File: src/rtl/if_fetch_unit.sv
// if_fetch_unit -- instruction fetch stage in front of the IF/ID register.
// It owns the fetch PC and issues pipelined requests to instruction memory.
// Returned words are buffered in an in-order queue and presented as {inst, pc, valid}.
// A branch redirect flushes the queue. Responses still in flight are then counted
// off in the FLUSH state and dropped.
// Optional feature: define FETCH_PERF_CNT_EN to add the perf_fetched and
// perf_starve counter outputs. When it is undefined, those ports do not exist.
module if_fetch_unit #(
    parameter logic [63:0] RESET_PC = 64'h0,
    parameter int          DEPTH    = 2,
    parameter logic [31:0] NOP_INST = 32'h0000_0013
) (
    input  logic        clk,
    input  logic        arst_n,
    input  logic        stall,
    input  logic        redirect_valid,
    input  logic [63:0] redirect_pc,
    output logic        imem_req,
    output logic [63:0] imem_addr,
    input  logic        imem_gnt,
    input  logic        imem_rvalid,
    input  logic [31:0] imem_rdata,
    output logic [31:0] if_inst,
    output logic [63:0] if_pc,
    output logic        if_valid
`ifdef FETCH_PERF_CNT_EN
   ,output logic [31:0] perf_fetched,
    output logic [31:0] perf_starve
`endif
);

    localparam int            PW       = (DEPTH > 1) ? $clog2(DEPTH) : 1;
    localparam int            CW       = $clog2(DEPTH + 1);
    localparam logic [PW-1:0] LAST_IDX = PW'(DEPTH - 1);
    localparam logic [CW:0]   DEPTH_W  = (CW + 1)'(DEPTH);

    typedef enum logic {
        ST_RUN   = 1'b0,
        ST_FLUSH = 1'b1
    } state_t;

    state_t        state_reg;
    logic [63:0]   pc_reg;
    logic [CW-1:0] out_reg;        // requests issued, response not yet seen
    logic [CW-1:0] count_reg;      // words sitting in the instruction queue
    logic [CW-1:0] discard_reg;    // stale responses still to be dropped
    logic [PW-1:0] q_head_reg, q_tail_reg;
    logic [PW-1:0] t_head_reg, t_tail_reg;

    // Instruction queue and the PC tag queue that travels with each request
    logic [31:0]   q_inst_mem [DEPTH];
    logic [63:0]   q_pc_mem   [DEPTH];
    logic [63:0]   tag_pc_mem [DEPTH];

    logic [CW:0]   occupancy;
    logic          issue;
    logic          push;
    logic          pop;
    logic [CW-1:0] out_next;
    logic [63:0]   redirect_target;

    function automatic logic [PW-1:0] ptr_inc(input logic [PW-1:0] p);
        return (p == LAST_IDX) ? '0 : p + PW'(1);
    endfunction

    assign imem_addr       = pc_reg;
    assign redirect_target = redirect_pc & ~64'h3;

    // Request gating, handshake events and the next outstanding count
    always_comb begin
        occupancy = {1'b0, out_reg} + {1'b0, count_reg};
        imem_req  = arst_n && (state_reg == ST_RUN) && !redirect_valid
                    && (occupancy < DEPTH_W);
        issue     = imem_req && imem_gnt;
        // Responses are only kept in RUN; during FLUSH or a redirect they are stale
        push      = imem_rvalid && (state_reg == ST_RUN) && !redirect_valid;
        pop       = if_valid && !stall && !redirect_valid;
        out_next  = out_reg + CW'(issue) - CW'(imem_rvalid);
    end

    // Head of queue drives IF/ID; a NOP bubble with pc 0 when empty
    always_comb begin
        if_valid = (count_reg != '0);
        if_inst  = NOP_INST;
        if_pc    = 64'h0;
        if (if_valid) begin
            if_inst = q_inst_mem[q_head_reg];
            if_pc   = q_pc_mem[q_head_reg];
        end
    end

    // Control state: PC, counters, pointers and RUN/FLUSH sequencing
    always_ff @(posedge clk or negedge arst_n) begin
        if (!arst_n) begin
            state_reg   <= ST_RUN;
            pc_reg      <= RESET_PC;
            out_reg     <= '0;
            count_reg   <= '0;
            discard_reg <= '0;
            q_head_reg  <= '0;
            q_tail_reg  <= '0;
            t_head_reg  <= '0;
            t_tail_reg  <= '0;
        end else if (redirect_valid) begin
            // Everything in flight becomes stale; the tag queue is emptied with it
            pc_reg      <= redirect_target;
            count_reg   <= '0;
            q_head_reg  <= '0;
            q_tail_reg  <= '0;
            t_head_reg  <= t_tail_reg;
            out_reg     <= out_next;
            discard_reg <= out_next;
            state_reg   <= (out_next != '0) ? ST_FLUSH : ST_RUN;
        end else begin
            out_reg <= out_next;
            if (issue) begin
                pc_reg     <= pc_reg + 64'd4;
                t_tail_reg <= ptr_inc(t_tail_reg);
            end
            case (state_reg)
                ST_RUN: begin
                    if (imem_rvalid) t_head_reg <= ptr_inc(t_head_reg);
                    if (push)        q_tail_reg <= ptr_inc(q_tail_reg);
                    if (pop)         q_head_reg <= ptr_inc(q_head_reg);
                    count_reg <= count_reg + CW'(push) - CW'(pop);
                end
                ST_FLUSH: begin
                    if (imem_rvalid) begin
                        discard_reg <= discard_reg - CW'(1);
                        if (discard_reg == CW'(1)) state_reg <= ST_RUN;
                    end
                end
                default: state_reg <= ST_RUN;
            endcase
        end
    end

    // Queue storage: tag written at issue, word and its tag written at response
    always_ff @(posedge clk) begin
        if (issue) tag_pc_mem[t_tail_reg] <= pc_reg;
        if (push) begin
            q_inst_mem[q_tail_reg] <= imem_rdata;
            q_pc_mem[q_tail_reg]   <= tag_pc_mem[t_head_reg];
        end
    end

`ifdef FETCH_PERF_CNT_EN
    logic [31:0] perf_fetched_reg;
    logic [31:0] perf_starve_reg;

    // Words consumed by IF/ID and cycles IF/ID wanted a word but had none
    always_ff @(posedge clk or negedge arst_n) begin
        if (!arst_n) begin
            perf_fetched_reg <= 32'h0;
            perf_starve_reg  <= 32'h0;
        end else begin
            if (if_valid && !stall)  perf_fetched_reg <= perf_fetched_reg + 32'd1;
            if (!if_valid && !stall) perf_starve_reg  <= perf_starve_reg + 32'd1;
        end
    end

    assign perf_fetched = perf_fetched_reg;
    assign perf_starve  = perf_starve_reg;
`endif

endmodule

File: config.mk
export PLATFORM = sky130hd
export DESIGN_NAME = if_fetch_unit
export DESIGN_NICKNAME = d
export VERILOG_FILES = /design/src/rtl/if_fetch_unit.sv
export SDC_FILE = /design/constraint.sdc
export NUM_CORES = 1
export LEC_CHECK = 0
export BUFFER_PORTS_ARGS = -buffer_cell sky130_fd_sc_hd__buf_2
export CORE_MARGIN = 3
export CORE_UTILIZATION = 50
export DETAILED_ROUTE_END_ITERATION = 10
export PLACE_DENSITY = 0.75
export RECOVER_POWER = 100
export SLEW_MARGIN = 20
export SYNTH_ARGS = -nofsm -noshare
export SYNTH_HDL_FRONTEND = slang
export SYNTH_SLANG_ARGS = --single-unit
File: constraint.sdc
create_clock -name clk -period 4.7 [get_ports clk]
set_input_delay 0.94 -clock clk [delete_from_list [all_inputs] [get_ports clk]]
set_output_delay 0.94 -clock clk [all_outputs]
set_load 0.005 [all_outputs]
## Word level (Yosys, flattened, before mapping)

Memory sizes are Yosys's and may differ from the RTL's.
Cells that the tools add are included.

- Equal/unequal tests: 2
- Bitwise logic cells: 2
- $lt $le $gt $ge: 1
- Reduce and logical (&&, ||, !) cells: 22
- $add $sub $neg: 11
- Muxes and demuxes: 31

Operators by type and width:

| kind | number |
|---|---|
| $mux 64 | 3 |
| $add 64x3->64 const B | 1 |
| $mux 32 | 1 |
| $mux 1 | 22 |
| $reduce_bool 2->1 | 7 |
| $mux 2 | 5 |
| $reduce_and 2->1 | 5 |
| $logic_and 1x1->1 | 8 |
| $add 1x1->1 const B | 4 |
| $add 2x1->2 | 2 |
| $sub 2x1->2 | 2 |
| $add 2x2->3 | 1 |
| $lt 3x2->1 const B | 1 |
| $eq 2x1->1 const B | 1 |
| $logic_not 1->1 | 2 |
| $ne 2x2->1 const B | 1 |
| $not 1->1 | 2 |
| $sub 2x1->2 const B | 1 |

- Logic and storage cells: 81
- Memories: 3
- Register bits after elaboration: 75
- Bits in writable memories: 320

Memories:

| memory | words | width | rd ports | clocked after Yosys merged registers in | write ports | RTL line | source |
|---|---|---|---|---|---|---|---|
| q_pc_mem | 2 | 64 | 1 | 0 | 1 | 52 | `logic [63:0] q_pc_mem [DEPTH];` |
| tag_pc_mem | 2 | 64 | 1 | 0 | 1 | 53 | `logic [63:0] tag_pc_mem [DEPTH];` |
| q_inst_mem | 2 | 32 | 1 | 0 | 1 | 51 | `logic [31:0] q_inst_mem [DEPTH];` |

## Longest topological paths before layout

- Depth after elaboration: 10
- Gate-level depth with buffers: 14

## Worst setup path after synthesis

OpenSTA, ideal clock, no wires.

- Path type: input port to flip-flop
- Start point: input port redirect_valid
- End point: memory q_inst_mem[0][0] (enable)
- Slack: -1.198 ns
- Path buffers: 1
- Library setup time: 0.547 ns
- Required time: 4.153 ns
- Cell stages on the path: 4
- Data arrival time: 5.351 ns
- Path through: clkbuf_1 nor2_1 nand2_1 nor2_1

- Longest elaborated chain between the ends: 4

RTL lines:

| element | RTL line | source |
|---|---|---|
| from (decl) | 16 | `input logic redirect_valid,` |
| $logic_not 1->1 | 76 | `push = imem_rvalid && (state_reg == ST_RUN) && !redirect_valid;` |
| $logic_and 1x1->1 | 76 |  |
| $mux 1 | 141 | `if (push) begin` |
| $mux 1 (implied by the code) | 142 | `q_inst_mem[q_tail_reg] <= imem_rdata;` |
| to (decl) | 51 |  |

Every way passes these cells.

## Worst setup path after layout

- Start point: register state_reg
- End point: memory q_inst_mem[1][14] (enable)

- Longest elaborated chain between the ends: 5

RTL lines:

| element | RTL line | source |
|---|---|---|
| from (decl) | 42 | `state_t state_reg;` |
| from (signal assigned) | 113 | `state_reg <= (out_next != '0) ? ST_FLUSH : ST_RUN;` |
| $not 1->1 | - |  |
| $logic_and 1x1->1 (2 in series) | 76 |  |
| $mux 1 | 141 |  |
| $mux 1 (implied by the code) | 142 |  |

Every way passes these cells.

==> flow_summary.yaml <==
critical_path:
  r2r-start: "state_reg$_DFF_PN0_"
  ff2ff_setup_slack_ns: 0.98
  r2r_cells: 3
  critical_path.endpoint_type: "flop"
  path_class: "reg2reg"
  timing.rr.end: "q_inst_mem[1][14]$_DFFE_PP_"
  critPathMaxFanout: 49
  critical_path_arrival_ns: 3.91
  crit_required_ns: 4.88
  start_kind: "flop"
  crit_start: "state_reg$_DFF_PN0_"
cells_and_area:
  layoutNonFillerInstCount: 1862
  fin_nets: 1507
  final_area_mm2: 0.01905
  layout-drive-gt1-share_pct: 16.12
  diodes: 0
  top_regs: "q_pc_mem x124, tag_pc_mem x124, q_inst_mem x64"
  syn2layout_area_growth_pct: 17.23
clock_tree:
  htreeDepth: 2
  hold_buffers: 0
  clk_path_buf_depth: 3
  clock_sinks: 385
  cts_buffers: 39
  postCtsSetupRepairBufs: 0
  root_buffer: "clkbuf_16"
  postCtsResizedCells: 0
  cts_tree: "yes"
  clk_pin_slew_ns: 0.06
  clock_latency_ns: 0.52
global_route:
  grt_pass1_wl_um: 57700
  grt_use_total_pct: 21.67
  overflow: 0
  grt_max_degree: 95
  grt_pass1_vias: 10190
  antenna_found_initial: 0
route:
  vias: 10477
  postRouteAntennaNets: 0
  remaining_drc_errors: 0
  drt-initial-drc-count: 824
  via_per_inst: 5.627
  post_drt_wl_per_cell_um: 20.72
  wirelength_um: 38580
  first_pass_iters: 5
synthesis:
  synth_seq_cells: 385
  syn_area_per_cell_um2: 14.20
  synthArstFlopShare_pct: 18.96
  synth_ff_type: "edfxtp_1"
  synth_edf_count: 312
  synth_area_mm2: 0.01625
  ys.warnings.count: 0
  ys_seq_area_share_pct: 68.90
  synthCells: 1144
  yosysUniqueCellTypes: 57
placed_design:
  dpl.hpwl_um: 25430
  post-place-ws_ns: 1.228
  portBuffers: 257
  postPlaceCellArea_mm2: 0.01804
  dpl.cell_count: 1792
  gp_congestion: 0.8632
timing:
  slew_headroom_pct: -85.54
  finalWorstSetupSlack_ns: 0.9758
  worst_slew_pin_slew_ns: 2.783
  max_freq_ghz: 0.2685
  min_period_over_period_pct: 79.24
  skew_ns: 0.01941
  rsz0062_at_grt: "false"
  setup_viol: 0
  drv_slew: 187
  setup_tns_ns: 0
  hold_viol_final: 0
  fin_crit_ns: 3.724
floorplanning:
  coreArea_mm2: 0.03180
  num_io_pins: 264
  die_x_um: 186.3
  start_util_pct: 51.10
  rows: 65
  die_h_um: 186.3
  die-area_mm2: 0.03469
pwr:
  vdd_drop_max_mv: 0.2134
  power_density_mw_per_mm2: 433.1
  p_leak_nw: 6.462
  power_w: 0.008249
flow_run:
  maxCapViolations: 4
run_status:
  failed_checks: "capacitance limit, slew limit"
  status: "finished, violations left"
min_path:
  hold_path_class: "in2async"
worst max-delay path, cell delays in order, from the launching register on:
cell,delay (ns)
dfrtp_1,0.51
nor2_1,0.36
and3_1,2.12
buf_12,0.34
report_power, final:
group	internal [W]	total, W	switching, W	leakage (nW)
registers	0.00401	0.00430	0.000294	3.70
logic	0.000405	0.000919	0.000513	2.16
clock network	0.00177	0.00303	0.00125	0.603
total	0.00619	0.00825	0.00206	6.46
how the worst max path moves through the flow:
| stage | slack (ns) | depth (start not counted) | to |
|---|---|---|---|
| 2_1_floorplan | 0.38 | 4 | q_inst_mem[0][0]$_DFFE_PP_ |
| 3_3_place_gp | 1.26 | 4 | imem_req |
| 3_5_place_dp | 1.23 | 6 | tag_pc_mem[0][15]$_DFFE_PP_ |
| 4_1_cts | 1.19 | 4 | if_inst[20] |
| 5_1_grt | 0.74 | 3 | q_inst_mem[1][17]$_DFFE_PP_ |
| 6_report | 0.98 | 3 | q_inst_mem[1][14]$_DFFE_PP_ |
area by class of cell:
| cell class | instances | area, um2 |
|---|---|---|
| Clock buffer | 46 | 1055 |
| Clock inverter | 24 | 209.0 |
| Fill cell | 2496 | 12750 |
| Inverter | 13 | 48.80 |
| Multi-Input combinational cell | 687 | 4718 |
| Sequential cell | 385 | 11200 |
| Tap cell | 435 | 544.3 |
| Timing Repair Buffer | 272 | 1274 |
metal layers:
layer | GRT usage, % | wire length (um) | share of wire [%] | up-vias
met4 | 8.817 | 1401 | 3.6 | 0
met1 | 27.83 | 15220 | 39 | 5147
met2 | 35.83 | 18770 | 49 | 428
met5 | 0 | 0 | 0 | -
met3 | 5.173 | 3197 | 8.3 | 85
li1 | - | - | - | 4817
cell families (layout without fill, tap and decap cells):
kind of cell / Yosys count / after routing / share of synthesized area [%]
muxes: 169 / 169 / 10.93
xor gates and xnor gates: 35 / 35 / 1.887
AOI/OAI and AO/OA: 87 / 87 / 3.419
adders and majority gates: 7 / 7 / 0.5852
and+or+nand+nor: 385 / 385 / 12.31
buffers and inverters: 75 / 355 / 1.933
other: 1 / 4 / 0.02308
DFF: 385 / 385 / 68.90
per-stage QoR:
stage | util, % | hold WS (ns)
after floorplan | - | 0.4813
after global placement | 56.72 | 0.5399
after detailed placement | 56.72 | 0.5472
after CTS | 60.69 | 0.2806
after global routing | 59.90 | 0.2857
final | 59.90 | 0.2874
synth_stat cells (3+ instances only):
cell      instances  area, um2
or4_1            14      105.1
buf_4             5      37.54
nand3_2           3      30.03
buf_1            12      45.04
o311ai_0          3      26.28
o31ai_1           3      22.52
edfxtp_1        312       9369
buf_2             5      25.02
nand4_1          36      225.2
dfrtp_1          73       1827
a21oi_1           8      40.04
o21ai_0          33      165.2
nor2_1          116      435.4
nor4_4            4      85.08
nor4_1           10      62.56
and4_1            3      26.28
a31oi_1          11      68.82
nor4_2            3      37.54
a221o_1           6      60.06
nand3_1          39      195.2
xor2_1           17      148.9
and2_1            8      50.05
nor3_1           17      85.08
nor2b_1           8      50.05
nand2_1          82      307.8
and3_1           15      93.84
xnor2_1          18      157.7
or3_1            12      75.07
o21ai_1           3      15.01
mux2i_1         101       1011
o211ai_1          9      67.56
clkbuf_1         39      146.4
a22oi_1           6      45.04
mux2_2           68      765.7
inv_1            11      41.29
ha_1              6      75.07
layout by cell type (no fill, tap or decap), types with 8 or more instances in the layout:
cell type	count
or3_1	12
mux2_2	29
nor4_1	14
xnor2_1	18
o21ai_0	33
or4_1	15
edfxtp_1	312
nand4_1	36
nor3_1	17
inv_1	12
o211ai_1	9
xor2_1	17
nand3_1	40
mux2_1	39
clkbuf_1	147
nor2_1	114
nand2_1	82
a31oi_1	11
mux2i_1	101
clkbuf_16	41
and3_1	15
a21oi_1	8
nor2b_1	8
buf_2	107
dfrtp_1	72
buf_4	8
(Power assumes the default switching activity.)
